## src/rtl/overture_pkg.sv

```systemverilog
// Shared encodings for the overture instruction sequencer: instruction classes,
// sequencer states, condition codes, write-data selects and special register indices.
package overture_pkg;

  typedef enum logic [1:0] {
    CLS_IMM  = 2'b00,
    CLS_CALC = 2'b01,
    CLS_COPY = 2'b10,
    CLS_COND = 2'b11
  } cls_e;

  typedef enum logic [1:0] {
    ST_FETCH    = 2'd0,
    ST_EXEC     = 2'd1,
    ST_IN_WAIT  = 2'd2,
    ST_OUT_WAIT = 2'd3
  } state_e;

  typedef enum logic [2:0] {
    CC_NEVER  = 3'd0,
    CC_EQ     = 3'd1,
    CC_LT     = 3'd2,
    CC_LE     = 3'd3,
    CC_ALWAYS = 3'd4,
    CC_NE     = 3'd5,
    CC_GE     = 3'd6,
    CC_GT     = 3'd7
  } cond_e;

  typedef enum logic [1:0] {
    WSEL_IMM = 2'd0,
    WSEL_ALU = 2'd1,
    WSEL_REG = 2'd2,
    WSEL_IN  = 2'd3
  } wsel_e;

  // Register index 6 is the external I/O port in COPY; 7 is an ordinary register.
  localparam logic [2:0] IO_IDX      = 3'd6;
  localparam logic [2:0] IMM_DST_IDX = 3'd0;
  localparam logic [2:0] ALU_DST_IDX = 3'd3;

endpackage

```

## src/rtl/overture_cond_eval.sv

```systemverilog
// Evaluates a CONDITION instruction's code against signed REG3.
module overture_cond_eval
  import overture_pkg::*;
(
  input  logic [7:0] reg3,
  input  logic [2:0] code,
  output logic       take
);

  logic is_zero;
  logic is_neg;

  assign is_zero = (reg3 == 8'd0);
  assign is_neg  = reg3[7];

  always_comb begin
    case (cond_e'(code))
      CC_NEVER:  take = 1'b0;
      CC_EQ:     take = is_zero;
      CC_LT:     take = is_neg;
      CC_LE:     take = is_neg | is_zero;
      CC_ALWAYS: take = 1'b1;
      CC_NE:     take = ~is_zero;
      CC_GE:     take = ~is_neg;
      CC_GT:     take = ~is_neg & ~is_zero;
      default:   take = 1'b0;
    endcase
  end

endmodule

```

## src/rtl/overture_sequencer.sv

```systemverilog
// Fetch/execute sequencer for the overture 8-bit instruction set; drives an
// external register file and byte-wide input/output handshakes.
module overture_sequencer
  import overture_pkg::*;
#(
  parameter int PC_W = 8
) (
  input  logic            clk,
  input  logic            rst,
  input  logic            run,
  output logic [PC_W-1:0] prog_addr,
  output logic            prog_req,
  input  logic            prog_ack,
  input  logic [7:0]      prog_data,
  input  logic            in_valid,
  input  logic [7:0]      in_data,
  output logic            in_ready,
  output logic            out_valid,
  output logic [7:0]      out_data,
  input  logic            out_ready,
  output logic            rf_we,
  output logic [2:0]      rf_dst,
  output logic [2:0]      rf_src,
  output logic [1:0]      wsel,
  output logic [5:0]      imm,
  output logic [2:0]      alu_op,
  output logic [7:0]      io_data,
  input  logic [7:0]      reg_rdata,
  input  logic [PC_W-1:0] reg0,
  input  logic [7:0]      reg3,
  output logic            halted_idle
);

  state_e          state_q, state_d;
  logic [PC_W-1:0] pc_q, pc_d, pc_inc;
  logic [7:0]      ir_q, ir_d;
  logic [7:0]      io_q, io_d;
  logic [7:0]      out_q, out_d;
  logic            in_got_q, in_got_d;
  logic            take;
  wsel_e           wsel_w;
  logic [2:0]      cp_src, cp_dst;

  assign cp_src = ir_q[5:3];
  assign cp_dst = ir_q[2:0];
  assign pc_inc = pc_q + 1'b1;

  overture_cond_eval u_cond (
    .reg3 (reg3),
    .code (ir_q[2:0]),
    .take (take)
  );

  // NOTE: every output and next-state value gets a default before the case,
  // so no path leaves a signal unassigned and no latch is inferred.
  always_comb begin
    state_d   = state_q;
    pc_d      = pc_q;
    ir_d      = ir_q;
    io_d      = io_q;
    out_d     = out_q;
    in_got_d  = in_got_q;
    prog_req  = 1'b0;
    rf_we     = 1'b0;
    rf_dst    = 3'd0;
    wsel_w    = WSEL_IMM;
    in_ready  = 1'b0;
    out_valid = 1'b0;

    case (state_q)
      ST_FETCH: begin
        prog_req = run & ~rst;
        if (run && prog_ack) begin
          ir_d    = prog_data;
          state_d = ST_EXEC;
        end
      end

      ST_EXEC: begin
        case (cls_e'(ir_q[7:6]))
          CLS_IMM: begin
            rf_we   = 1'b1;
            rf_dst  = IMM_DST_IDX;
            wsel_w  = WSEL_IMM;
            pc_d    = pc_inc;
            state_d = ST_FETCH;
          end
          CLS_CALC: begin
            rf_we   = 1'b1;
            rf_dst  = ALU_DST_IDX;
            wsel_w  = WSEL_ALU;
            pc_d    = pc_inc;
            state_d = ST_FETCH;
          end
          CLS_COPY: begin
            // An input copy revisits EXEC once the byte is latched to write it.
            if (cp_src == IO_IDX) begin
              if (in_got_q) begin
                rf_we    = 1'b1;
                rf_dst   = cp_dst;
                wsel_w   = WSEL_IN;
                pc_d     = pc_inc;
                in_got_d = 1'b0;
                state_d  = ST_FETCH;
              end else begin
                state_d = ST_IN_WAIT;
              end
            end else if (cp_dst == IO_IDX) begin
              out_d   = reg_rdata;
              state_d = ST_OUT_WAIT;
            end else begin
              rf_we   = 1'b1;
              rf_dst  = cp_dst;
              wsel_w  = WSEL_REG;
              pc_d    = pc_inc;
              state_d = ST_FETCH;
            end
          end
          default: begin
            pc_d    = take ? reg0 : pc_inc;
            state_d = ST_FETCH;
          end
        endcase
      end

      ST_IN_WAIT: begin
        in_ready = in_valid;
        if (in_valid) begin
          io_d = in_data;
          if (cp_dst == IO_IDX) begin
            out_d   = in_data;
            state_d = ST_OUT_WAIT;
          end else begin
            in_got_d = 1'b1;
            state_d  = ST_EXEC;
          end
        end
      end

      ST_OUT_WAIT: begin
        out_valid = 1'b1;
        if (out_ready) begin
          pc_d    = pc_inc;
          state_d = ST_FETCH;
        end
      end

      default: state_d = ST_FETCH;
    endcase
  end

  // NOTE: state registers use non-blocking assignments so every flop samples
  // the pre-edge values computed above; reset clears all of them, so an
  // interrupted instruction leaves no pending write or input flag behind.
  always_ff @(posedge clk or posedge rst) begin
    if (rst) begin
      state_q  <= ST_FETCH;
      pc_q     <= '0;
      ir_q     <= 8'd0;
      io_q     <= 8'd0;
      out_q    <= 8'd0;
      in_got_q <= 1'b0;
    end else begin
      state_q  <= state_d;
      pc_q     <= pc_d;
      ir_q     <= ir_d;
      io_q     <= io_d;
      out_q    <= out_d;
      in_got_q <= in_got_d;
    end
  end

  assign prog_addr   = pc_q;
  assign rf_src      = cp_src;
  assign wsel        = wsel_w;
  assign imm         = ir_q[5:0];
  assign alu_op      = ir_q[2:0];
  assign io_data     = io_q;
  assign out_data    = out_q;
  assign halted_idle = (state_q == ST_FETCH) && !run;

endmodule

```

## config.mk

```make
export PLATFORM = sky130hd
export DESIGN_NAME = overture_sequencer
export DESIGN_NICKNAME = d
export VERILOG_FILES = /design/src/rtl/overture_pkg.sv /design/src/rtl/overture_cond_eval.sv /design/src/rtl/overture_sequencer.sv
export SDC_FILE = /design/constraint.sdc
export NUM_CORES = 1
export LEC_CHECK = 0
export ABC_AREA = 1
export CAP_MARGIN = 20
export CORE_ASPECT_RATIO = 0.6
export CORE_MARGIN = 8
export CORE_UTILIZATION = 40
export DETAILED_ROUTE_END_ITERATION = 8
export DONT_BUFFER_PORTS = 1
export SYNTH_ARGS = -nofsm -noshare
export SYNTH_HDL_FRONTEND = slang
export SYNTH_HIERARCHICAL = 1
export SYNTH_SLANG_ARGS = --single-unit
```

## constraint.sdc

```tcl
create_clock -name clk -period 2.3 [get_ports clk]
set_clock_uncertainty 0.2 [all_clocks]
set_input_delay 0.345 -clock clk [delete_from_list [all_inputs] [get_ports clk]]
set_output_delay 0.345 -clock clk [all_outputs]
set_load 0.02 [all_outputs]
```

Word level (Yosys, flattened, before mapping) --
Cells that the tools add are included.
Word-level totals: output and inout port bits 46, input bits 46, logic and storage cells 99, register bits 35
Cells by class: add/sub/neg operators 1, reduce and logical (&&, ||, !) cells 16, equal/unequal tests 24, bitwise operators 6, multiplexer cells 46
Operator list (count):
- 8-bit 2-to-1 mux | 10
- 8-bit case mux with 2 select lines | 3
- 2-bit 2-to-1 mux | 12
- 2-bit inequality test, second input constant | 9
- 3-bit == test, second input constant | 5
- 3-bit 2-to-1 mux | 4
- 1-bit 2-to-1 mux | 11
- 8-bit by 1-bit adder with 8-bit output, second input constant | 1
- 8-bit zero test | 1
- 4-bit inequality test, second input constant | 2
- 1-bit case mux with 8 select lines | 1
- 2-bit case mux with 4 select lines | 1
- 2-bit == test, second input constant | 3
- 3-bit by 2-bit == test with 1-bit output, second input constant | 2
- 3-bit case mux with 2 select lines | 1
- 6-bit AND reduction | 1
- 5-bit AND reduction | 1
- 2-bit by 1-bit == test with 1-bit output, second input constant | 2
- 2-bit zero test | 2
- 1-bit case mux with 2 select lines | 2
- 2-bit case mux with 2 select lines | 1
- 2-bit AND reduction | 2
- 4-bit AND reduction | 1
- 2-bit nonzero test | 2
- 9 further kinds | 13

Depth between registers and ports, before layout --
Gate-level depths: netlist (run 1).
word-level depth 7, gate-level depth with buffers 15, mapped depth without buffers 14

By module --
Netlist (run 1), hierarchy kept.
Modules (own cells, without submodules):
- overture_sequencer | cells an instance 278, seq. area each 875.8 um2, times used 1, area each 2085.8 um2
- overture_cond_eval | cells an instance 21, seq. area each 0.0 um2, times used 1, area each 87.6 um2

Worst setup path before layout (run 1) --
No wires, ideal clock.
kind input to output, start input rst, end output prog_req, buffers on the path 0, required time 1.755 ns, stages on the path 3, setup slack 0.228 ns, arrival time 1.527 ns, cell sequence inv_1 nand2_1 nor2_1
Between the ends: cells in the longest elaborated chain, start to end 3
RTL lines:
- start: declaration | RTL line overture_sequencer.sv:9 | input logic rst,
- 1-bit inverter | RTL line overture_sequencer.sv:72 | prog_req = run & ~rst;
- 1-bit AND | RTL line overture_sequencer.sv:72
- 1-bit 2-to-1 mux | RTL line overture_sequencer.sv:70 | case (state_q)
- end: declaration | RTL line overture_sequencer.sv:12 | output logic prog_req,
No other way between the ends.

Worst setup path in the final report (run 1) --
start register ir_q[6], end output rf_dst[0]
Between the ends: cells in the longest elaborated chain, start to end 3, elaborated cells between the ends (all ways) 4, those cells by class eq/ne: 2; mux: 2
RTL lines:
- start: declaration | RTL line overture_sequencer.sv:36 | logic [7:0] ir_q, ir_d;
- start signal: assignment | RTL line overture_sequencer.sv:166 | ir_q <= ir_d;
- 2-bit == test or 2-bit by 1-bit == test with 1-bit output (tied branches) | RTL line overture_sequencer.sv:80 | case (cls_e'(ir_q[7:6]))
- 3-bit case mux with 2 select lines * | RTL line overture_sequencer.sv:80
- 3-bit 2-to-1 mux * | RTL line overture_sequencer.sv:70
- end: declaration | RTL line overture_sequencer.sv:22 | output logic [2:0] rf_dst,
Every way passes the cells marked *; elsewhere a longest branch is shown, timed or not.

==> summary by stage, run 1 <==
Run status
The run finished with clean final reports.

Clocking
The largest buffer count on any clock path is 2. The post-CTS setup repair buffer count is 0. The later pin in the worst-skew pair is clocked with a latency of 0.28 ns. The root buffer selected by CTS is clkbuf_8.

For this design, the sink count on the clock tree is 35. TritonCTS built the clock tree. The clock-pin transition on the worst setup and hold timing paths is 0.07 ns. The total number of H-tree levels is 2. The number of buffers inserted during clock tree synthesis is 5.

Drt
The post-route antenna net violation count is 0. The met2 wire length is 2.23 mm. After detailed routing, the total wire length is 5.36 mm.

The overall via count from detail_route is 1804. The first-pass detailed-route iteration total is 4. The first routing iteration left 112 violations. The residual DRC count is 0.

In the final routing, the length of wire on met1 measures 2.59 mm. The length of routed met3 wiring is 530 µm. The detailed-route wire length per cell is 14.4 µm. After detailed routing, no signal wire sits above met4. The ratio of routed vias to standard cells is 4.86.

Synthesis
In the synthesized netlist, the number of instances is 299. The count of cell types in the netlist is 27. By area the synthesized netlist is led by dfrtp_1 40%, nand2_1 13%, inv_1 8.3%. The synthesized area per cell is 7.27 µm². By count the netlist is led by 78 x nand2_1, 48 x inv_1, 35 x dfrtp_1. The synthesized design contains 0 enable-type register cells. The number of synthesized register bits is 35. The cell accounting for the most synthesized area is dfrtp_1. By instance count, the leading cell after synthesis is nand2_1. The fraction of synthesized cell area taken by the top area cell type is 40.3%.

The netlist area before placement is 0.00217 mm². The net count after synthesis is 351. The most instantiated flip-flop cell in the synthesis netlist is dfrtp_1. The fraction of synthesis flops using an asynchronous set or reset pin is 100%. The share of the Yosys chip area taken by registers is 40.3%. Yosys printed 6 warnings.

Global route
The initial antenna violation count is 0. The total grt overflow is 0. Global routing used 13.2% of the available tracks across all layers. Entering global routing, the biggest net connects 36 pins. The via count of the first global-routing pass is 1784. The wire length of the first global-routing pass is 8.77 mm.

STA
The count of final hold-check violations is 0. The number of max-slew violations in the final report came to 0. Setup repair after global routing left no endpoint under its margin.

The worst-margin pin slew is 0.467 ns. For the finished layout, the period the worst path requires is 2.17 ns. Setup violations remaining at the end of the flow were counted as 0. The final-layout setup total negative slack is 0 ns. The relative slew slack is 68.8%. Based on the critical path, the design can be clocked at up to 460 MHz.

The share of the clock period used by the worst path is 94.5%.

Power and ir drop
Overall power consumption after layout is estimated at 3510 µW. VDD sags by at most 0.426 mV. The leakage power figure is 0.00126 µW. In this run the power density over the cells is 1470 mW/mm².

Place
Detailed placement finished with a half-perimeter wire length of 4.24 mm. The congestion estimate from routability-driven global placement came to 0.850. The count of buffers added on input and output ports is 0.

Layout
The antenna cell count is 0. The filler cell count in the final layout is 553. The final-stage net count is 357. The layout cell share with drive strength beyond 1 is 15.4%. Compared with the post-synthesis result, the final layout area differs by 9.84%.

Worst setup path
The required time at the worst-slack endpoint is 1.75 ns. The kind of capture point of the worst setup path is an output port. The largest driver fanout on the critical path is 5. The flop-to-flop setup slack is 0.32 ns.

The critical path start-end classification is flip-flop to output port. For the worst setup path, the data arrival time is 1.63 ns. The type of element launching the critical path is a flip-flop.

Worst hold path
The tightest min-delay check is of the primary input to flip-flop type.

Die
In this run the count of I/O pins placed on the die edge is 92. The core area is 0.00515 mm². The die outline height is 73.1 µm. After floorplanning, the core was divided into 20 placement rows. The die outline width is 111 µm. Once the floorplan was initialized, standard cells occupied 42.2% of the core. The die covers 0.00813 mm².

Flow run
The tool flagged a number of max-cap violations equal to 0.
## cell type report
type	count	area, µm²	share of cell area, %
clock buffer	5	68.8	2.88
timing repair buffer	17	135	5.66
sequential	35	876	36.7
inverter	50	188	7.86
multi-input combinational	196	1000	41.9
clock inverter	2	37.5	1.57
tap	66	82.6	3.46
## power breakdown
part	switching, µW	internal, µW
sequential	580	914
clock	215	317
combinational	949	541
## metal layers
layer | GRT usage [%] | vias up
li1 | - | 934
met1 | 16.8 | 808
met2 | 19.5 | 60
met3 | 6.73 | 2
met4 | 2.64 | 0
met5 | 0 | -
## placed cells by master (no fill, tap or decap)
| cell | n |
|---|---|
| nand2_1 | 76 |
| inv_1 | 48 |
| dfrtp_1 | 35 |
| o21ai_0 | 33 |
| nor2_1 | 23 |
| nand3_1 | 17 |
| buf_4 | 14 |
| or2_2 | 6 |
| a21oi_1 | 5 |
| nor2_2 | 5 |
| nand4_1 | 5 |
| ha_1 | 5 |
| clkbuf_8 | 5 |
| mux2_2 | 4 |
| nand2_2 | 3 |
| dlygate4sd3_1 | 3 |
| inv_2 | 2 |
| o21ai_2 | 2 |
| o211ai_1 | 2 |
| o21ai_1 | 2 |
| nand3_2 | 1 |
| xor2_1 | 1 |
| nand2_4 | 1 |
| nor3_4 | 1 |
| nand3b_1 | 1 |
| o31ai_1 | 1 |
| ha_2 | 1 |
| clkinvlp_4 | 1 |
| bufinv_16 | 1 |
| o21bai_1 | 1 |
## sequential cells by signal, summed over array words and instances (netlist names)
register	flops
io_data	8
ir_q	8
state_q	2
prog_addr	8
in_got_q	1
out_data	8
## worst paths after layout
check	from	cells past startpoint	to
max in group asynchronous	rst	3	prog_addr[3]
max	ir_q[6]	5	rf_dst[0]
min in group asynchronous	rst	3	prog_addr[6]
min reg2reg	ir_q[4]	1	ir_q[4]
max reg2reg	ir_q[1]	13	prog_addr[4]
min	prog_data[1]	1	ir_q[1]
## repair_timing
item | CTS | global route
endpoints found under the hold margin | 37 | 0
endpoints found under the setup margin | 0 | 10
hold buffers | 3 | 0
resized for setup | 0 | 7
## worst max-delay path, cell delays in order, from the launching register on
cell	delay, ns
dfrtp_1	0.42
inv_1	0.13
ha_2	0.23
o21ai_0	0.16
o31ai_1	0.24
buf_4	0.18
## cells by family after synthesis
| family | synth area share (%) |
|---|---|
| xor gates and xnor gates | 0.403 |
| buffers and inverters | 14.6 |
| DFF | 40.3 |
| muxes | 2.07 |
| adders and majority gates | 3.45 |
| and+or+nand+nor | 27.7 |
| AOI/OAI and AO/OA | 11.4 |
## metrics by stage
step                area (µm²)  util (%)  instances  hold WS, ns  setup WS (ns)
floorplan                 2170         -        299        0.295          0.228
global placement          2230      43.3        361        0.271          0.308
detailed placement        2230      43.3        361        0.287          0.243
CTS                       2370      45.9        371      0.00518         0.0677
global route              2390      46.3        371      0.00356        0.00933
finish                    2390      46.3        371       0.0151          0.127
Power figures use the tool's default switching activity.
==> inputs of run 2 (changes only) <==
- ABC_AREA: 1 -> default
==> summary by stage, run 2 <==
Run status
The run finished with clean final reports.

Clocking
The total number of H-tree levels is 2 (unchanged). The largest buffer count on any clock path was 2 (unchanged). The clock-pin transition on the worst setup and hold timing paths is 0.08 ns (about the same). The number of buffers inserted during clock tree synthesis is 5 (unchanged). The TritonCTS clock tree is built. The insertion delay of the later-clocked pin in the worst-skew pair came to 0.29 ns (about the same).

The cell sitting at the root of the clock tree is a clkbuf_8. The TritonCTS sink count is 35 (unchanged).

Synthesis
The post-synthesis cell count is 188 (-37%). The number of enable flip-flop cells after synthesis was 0 (unchanged). The sequential area share after synthesis came to 42.0% (+1.7 points). The commonest cells after synthesis are 35 x dfrtp_1, 33 x mux2_2, 13 x buf_4.

The number of synthesized register bits is 35 (unchanged). The count of cell types in the netlist is 46 (+70%). dfrtp_1 is the most common cell in the netlist.

The synthesized area per cell is 11.1 µm² (+52%). The net count after synthesis is 240 (-32%). The number of warnings issued by yosys came to 6 (unchanged). Summed over all instances, the cell type with the most area after synthesis is dfrtp_1. The fraction of synthesis flops using an asynchronous set or reset pin is 100% (unchanged).

The netlist area before placement is 0.00208 mm² (-4.1%). Among all flip-flop cells after synthesis, the most frequent one is dfrtp_1. The fraction of synthesized cell area taken by the top area cell type was 42.0% (+1.7 points). Ranked by total cell area, the synthesized netlist is headed by dfrtp_1 42%, mux2_2 18%, buf_4 4.7%.

Global route
The total grt overflow is 0 (unchanged). The pin count of the biggest net entering global routing is 29 (-19%). The total track usage is 14.6% (+1.4 points). The wire length of the first global-routing pass came to 9.05 mm (+3.1%). The via count of the first global-routing pass is 1700 (-4.7%). The initial antenna violation count is 0 (unchanged).

Worst setup path
The critical path start-end classification is flip-flop to output port. Traced cell by cell, the critical path runs through buf_6 -> nand3b_1 -> mux2_4 -> nand2_4 -> a2111oi_4 -> buf_4. The kind of capture point of the worst setup path is an output port. The worst setup path is launched from a flip-flop. The largest stage delay on the critical path is 0.37 ns (-0.05 ns). The critical path data arrival time came to 1.71 ns (+0.08 ns). The required time at the worst-slack endpoint was 1.75 ns (about the same). The depth of the worst register-to-register path is 7 (-6). The critical register-to-register path startpoint is ir_q[0]. Tracing the worst setup path back leads to its startpoint at ir_q[0].

The slowest stage of the critical path belongs to the cell dfrtp_1. The largest driver fanout on the critical path was 6 (+1).

STA
The relative slew slack is 54.2% (-15 points). The count of final hold-check violations is 0 (unchanged). The number of max-slew violations in the final report was 0 (unchanged).

The slack of the critical path is 0.0467 ns (-0.0802 ns). The setup-violating endpoint count in the final report is 0 (unchanged). The upper clock frequency limit came to 444 MHz (-3.6%). The worst slack on hold paths was 0.0198 ns (+0.00471 ns). The share of the clock period used by the worst path is 98.0% (+3.5 points). Setup repair after global routing could not meet its margin everywhere. The worst-margin pin slew is 0.683 ns (+0.216 ns).

The final critical path time including I/O delays and setup is 2.25 ns (+0.0802 ns).

Place
The post-detailed-placement half-perimeter wirelength is 4.28 mm (+0.77%). The number of I/O port buffers is 0 (unchanged). The post-placement worst setup slack is 0.173 ns (-0.0696 ns). The placer's final routability congestion estimate is 0.826 (-2.8%).

Drt
The overall via count from detail_route is 1604 (-11%). The first-pass detailed-route iteration total is 4 (unchanged). The initial DRC count is 91 (-19%). The residual DRC count is 0 (unchanged). The post-detailed-routing wire length is 5.67 mm (+5.7%). The detailed-route wire length per cell is 20.5 µm (+42%). The post-route antenna net violation count was 0 (unchanged). The ratio of routed vias to standard cells is 5.79 (+19%).

Layout
The library cell used most frequently in the layout, excluding fill and tap cells, is dfrtp_1. In the layout the commonest cells are 35 x dfrtp_1, 32 x mux2_2, 18 x buf_4. The final-stage net count is 262 (-27%).

The antenna cell count is 0 (unchanged). The signed area change from the synthesized netlist to the final layout is 17.7%. The layout cell share with drive strength beyond 1 is 35.5% (+20 points).

Worst hold path
The worst hold path cell count is 1 (unchanged). The startpoint of the tightest hold check path is in_data[2]. The worst min-delay path class is primary input to flip-flop.

Die
The die outline width is 109 µm (-1.8%). The core area is 0.00503 mm² (-2.4%). The initial core utilization is 41.4% (-0.74 points). The number of top-level pins was 92 (unchanged). The number of rows in the core area is 20 (unchanged).

The area enclosed by the die boundary is 0.00785 mm² (-3.4%). The die outline height is 71.9 µm (-1.6%).

Flow run
The max-capacitance violation count is 0 (unchanged).

Power and ir drop
The worst voltage drop across the vdd grid is 0.522 mV (+23%). The power per cell area is 1120 mW/mm² (-24%). The leakage power figure came to 0.00103 µW (-18%).
run 2: cell count changes in the layout (fill, tap and decap cells not counted), moves of 12 or more:
cell	before	now
nand2_1	76	9
inv_1	48	8
nor2_1	23	8
dlygate4sd3_1	3	15
nand3_1	17	5
o21ai_0	33	9
mux2_2	4	32
run 2: critical path, delay by kind of cell (launching register included):
family | cells | cell delay (ns)
simple gates | 2 | 0.21
compound gates | 1 | 0.29
mux | 1 | 0.19
flops | 1 | 0.37
buf+inv | 2 | 0.36
run 2: cells by family after synthesis:
kind of cell             after synthesis  synth area share, %
flip-flops                            35                 42.0
XOR/XNOR                               1                0.420
buffers and inverters                 27                 8.41
AND/OR/NAND/NOR                       43                 11.6
multiplexers                          35                 19.4
adder cells (fa/ha/maj)                6                 3.60
AO/OA/AOI/OAI                         41                 14.5
run 2: what timing repair did:
action / CTS / global route
hold buffers: 13 / 2
gates resized for setup: 6 / 4
endpoints found under the setup margin: 1 / 5
setup buffers: 0 / 1
endpoints found under the hold margin: 19 / 2
pin swaps: 2 / 1
run 2: path summary, 6_finish.rpt:
| path | slack, ns | endpoint |
|---|---|---|
| max in group asynchronous | 0.92 | io_data[3] |
| min reg2reg | 0.46 | in_got_q |
| max | 0.05 | rf_we |
| min | 0.02 | io_data[2] |
| min in group asynchronous | 0.29 | io_data[4] |
| max reg2reg | 0.15 | prog_addr[6] |
run 2: stage by stage:
| stage | instance area [µm²] | cells | power [µW] | utilization (%) | TNS [ns] |
|---|---|---|---|---|---|
| 2_1_floorplan | 2090 | 188 | 2050 | - | 0 |
| 6_report | 2450 | 277 | 2760 | 48.7 | 0 |
| 5_1_grt | 2450 | 277 | 2940 | 48.7 | -0.0231 |
| 4_1_cts | 2410 | 274 | 2770 | 47.9 | 0 |
| 3_5_place_dp | 2160 | 253 | 2260 | 43.0 | 0 |
| 3_3_place_gp | 2160 | 253 | 2200 | 43.0 | 0 |
run 2: layout make-up:
class | count | area (µm²)
Timing Repair Buffer | 34 | 297
Clock buffer | 5 | 68.8
Multi-Input combinational cell | 126 | 1080
Sequential cell | 35 | 876
Tap cell | 66 | 82.6
Fill cell | 456 | 2580
Inverter | 8 | 30.0
Clock inverter | 3 | 20.0
run 2: routing by layer:
layer	part of all wire, %	wire length, µm	global-route usage [%]	vias to the layer above
met1	41	2350	18.0	783
met3	11	599	6.72	8
met2	47	2650	22.2	88
met4	1.2	68	4.52	0
li1	-	-	-	725
met5	0	0	0	-
run 2: power breakdown:
part / total [µW] / internal, µW / leakage [µW] / switching (µW)
Sequential: 1360 / 859 / 0.000428 / 502
Combinational: 950 / 462 / 0.000562 / 488
Clock: 445 / 211 / 0.0000402 / 235
Total: 2760 / 1530 / 0.00103 / 1230
==> inputs of run 3 (changes only) <==
- MAX_ROUTING_LAYER: default -> met4
==> summary by stage, run 3 (same netlist as run 2, synthesis figures left out) <==
Power and ir drop
The sequential fraction of design power is 49.3% (about the same). The power per cell area is 1120 mW/mm² (-0.10%). The internal power is 1530 µW (+0.13%). The switching share of power is 44.5% (about the same). The net switching component of the power is 1230 µW (+0.30%). The relative contribution of the clock network to total power came to 16.1% (about the same). The worst voltage drop across the vdd grid was 0.522 mV (about the same). The power share of the combinational group is 34.6% (about the same). The leakage power figure is 0.00103 µW (about the same).

Place
The total placed instance area is 0.00216 mm² (unchanged). The post-detailed-placement half-perimeter wirelength came to 4.28 mm (unchanged). The number of placed cells counting well taps was 253 (unchanged).

The number of I/O port buffers is 0 (unchanged). The placer's final routability congestion estimate is 0.839 (+1.5%).

Layout
The layout cell share with drive strength beyond 1 is 36.5% (+0.95 points). Compared with the post-synthesis result, the final layout area differs by 18.0%. The final-stage net count is 262 (unchanged).

The antenna cell count came to 0 (unchanged). The library cell used most frequently in the layout, excluding fill and tap cells, is dfrtp_1. In the layout the commonest cells are 35 x dfrtp_1, 32 x mux2_2, 18 x buf_4.

The number of standard cells in the final layout excluding fillers was 277 (unchanged). The area of the multi-input gates is 0.00108 mm² (+0.70%). The final standard cell area without fillers came to 0.00246 mm² (+0.31%). The post-route core utilization is 48.9% (+0.15 points). The sequential cell area in the final layout is 876 µm² (unchanged). The filler cell count in the final layout was 458 (+0.44%).

Clocking
The root buffer cell chosen for the clock tree is clkbuf_8. The number of buffers inserted during clock tree synthesis is 5 (unchanged). The insertion delay of the later-clocked pin in the worst-skew pair came to 0.29 ns (about the same).

The largest buffer count on any clock path is 2 (unchanged). The clock-pin transition on the worst setup and hold timing paths is 0.08 ns (about the same). The total number of H-tree levels is 2 (unchanged).

TritonCTS built the clock tree. The TritonCTS sink count was 35 (unchanged).

Drt
The post-route antenna net violation count is 0 (unchanged). The first-pass detailed-route iteration total came to 4 (unchanged). The initial DRC count is 70 (-23%). The post-detailed-routing wire length is 5.65 mm (-0.34%). The detailed-route wire length per cell came to 20.4 µm (-0.34%).

The ratio of routed vias to standard cells is 5.81 (+0.31%). The residual DRC count is 0 (unchanged). The overall via count from detail_route is 1609 (+0.31%).

Die
The initial core utilization is 41.4% (unchanged). The area enclosed by the die boundary is 0.00785 mm² (unchanged). The number of top-level pins was 92 (unchanged). The die outline width is 109 µm (unchanged). The number of rows in the core area is 20 (unchanged).

The core area is 0.00503 mm² (unchanged). The die outline height came to 71.9 µm (unchanged).

Global route
The initial antenna violation count is 0 (unchanged). The pin count of the biggest net entering global routing is 29 (unchanged). The via count of the first global-routing pass is 1694 (-0.35%).

The wire length of the first global-routing pass is 9.05 mm (about the same). The total grt overflow is 0 (unchanged). The total track usage is 15.1% (+0.48 points).

STA
The count of final hold-check violations came to 0 (unchanged). The relative slew slack is 54.5% (+0.33 points). The setup-violating endpoint count in the final report is 0 (unchanged).

The share of the clock period used by the worst path is 98.4% (+0.42 points). The upper clock frequency limit came to 442 MHz (-0.43%). The worst-margin pin slew came to 0.678 ns (-0.00496 ns). The final-layout setup total negative slack came to 0 ns (unchanged). The number of max-slew violations in the final report was 0 (unchanged). The final critical path time including I/O delays and setup is 2.26 ns (+0.00968 ns). Setup repair after global routing could not meet its margin everywhere.

The worst slack on hold paths is 0.0194 ns (-0.000474 ns).

Worst setup path
The required time at the worst-slack endpoint is 1.75 ns (about the same). STA classifies the critical path endpoint as an output port. The largest stage delay on the critical path came to 0.38 ns (about the same). The largest driver fanout on the critical path came to 6 (unchanged). The depth of the worst register-to-register path was 7 (unchanged). On the critical path, the stage with the largest delay is an instance of dfrtp_1. Walking the worst path, the cells encountered are buf_6 -> nand3b_1 -> mux2_4 -> nand2_4 -> a2111oi_4 -> buf_4. The critical path data arrival time is 1.72 ns (about the same). STA classifies the critical path startpoint as a flip-flop.

The critical path start-end classification is flip-flop to output port.

Flow run
The max-capacitance violation count is 0 (unchanged).

Worst hold path
The worst min-delay path class is primary input to flip-flop. The worst hold path cell count is 1 (unchanged).

Run status
The flow ran to the end, and the final reports show no timing, DRC or antenna violations.
## run 3: cell count changes in the layout (fill, tap and decap cells not counted)
cell,delta
nor2_1,-1
nand3_1,-1
nand3_2,+1
nor2_2,+1
## run 3: power by group through the flow
| stage | Clock [µW] | Sequential (µW) | Combinational, µW |
|---|---|---|---|
| floorplan | 0 | 1300 | 743 |
| global placement | 0 | 1360 | 849 |
| detailed placement | 0 | 1370 | 888 |
| CTS | 462 | 1370 | 936 |
| global route | 494 | 1410 | 1050 |
| finish | 446 | 1360 | 956 |
## run 3: worst paths after layout
kind                           endpoint  slack [ns]  startpoint
min reg2reg                    in_got_q        0.46    in_got_q
max reg2reg                prog_addr[6]        0.14     ir_q[0]
max                               rf_we        0.04     ir_q[0]
max in group asynchronous    io_data[3]        0.92         rst
min in group asynchronous    io_data[4]        0.29         rst
min                          io_data[2]        0.02  in_data[2]
## run 3: through the flow
stage | worst slack (ns) | total power [µW]
4_1_cts | 0.00228 | 2770
2_1_floorplan | 0.175 | 2050
3_3_place_gp | 0.230 | 2200
3_5_place_dp | 0.173 | 2260
5_1_grt | -0.0258 | 2950
6_report | 0.0371 | 2760
## run 3: final cells by class
class	count	area share, %
tap	66	3.36
clock inverter	3	0.814
sequential	35	35.6
timing repair buffer	34	12.1
inverter	8	1.22
clock buffer	5	2.80
multi-input combinational	126	44.1
## run 3: worst max-delay path: cells and delay by family, from the launching register on
kind                   cells  cell delay, ns
flip-flops                 1            0.38
AND/OR/NAND/NOR            2            0.21
AO/OA/AOI/OAI              1            0.29
multiplexers               1            0.19
buffers and inverters      2            0.36
## run 3: layer usage
| layer | wire, µm | global-route usage, % |
|---|---|---|
| met5 | 0 | - |
| met3 | 544 | 6.10 |
| met2 | 2650 | 22.2 |
| met4 | 57 | 3.92 |
| met1 | 2400 | 18.9 |
## run 3: repair_timing
action	in CTS	in global routing
setup endpoints to repair	1	5
pin swaps	2	1
setup buffers	0	1
hold buffers	13	2
hold endpoints to repair	19	2
resized for setup	6	6
cloned	0	0
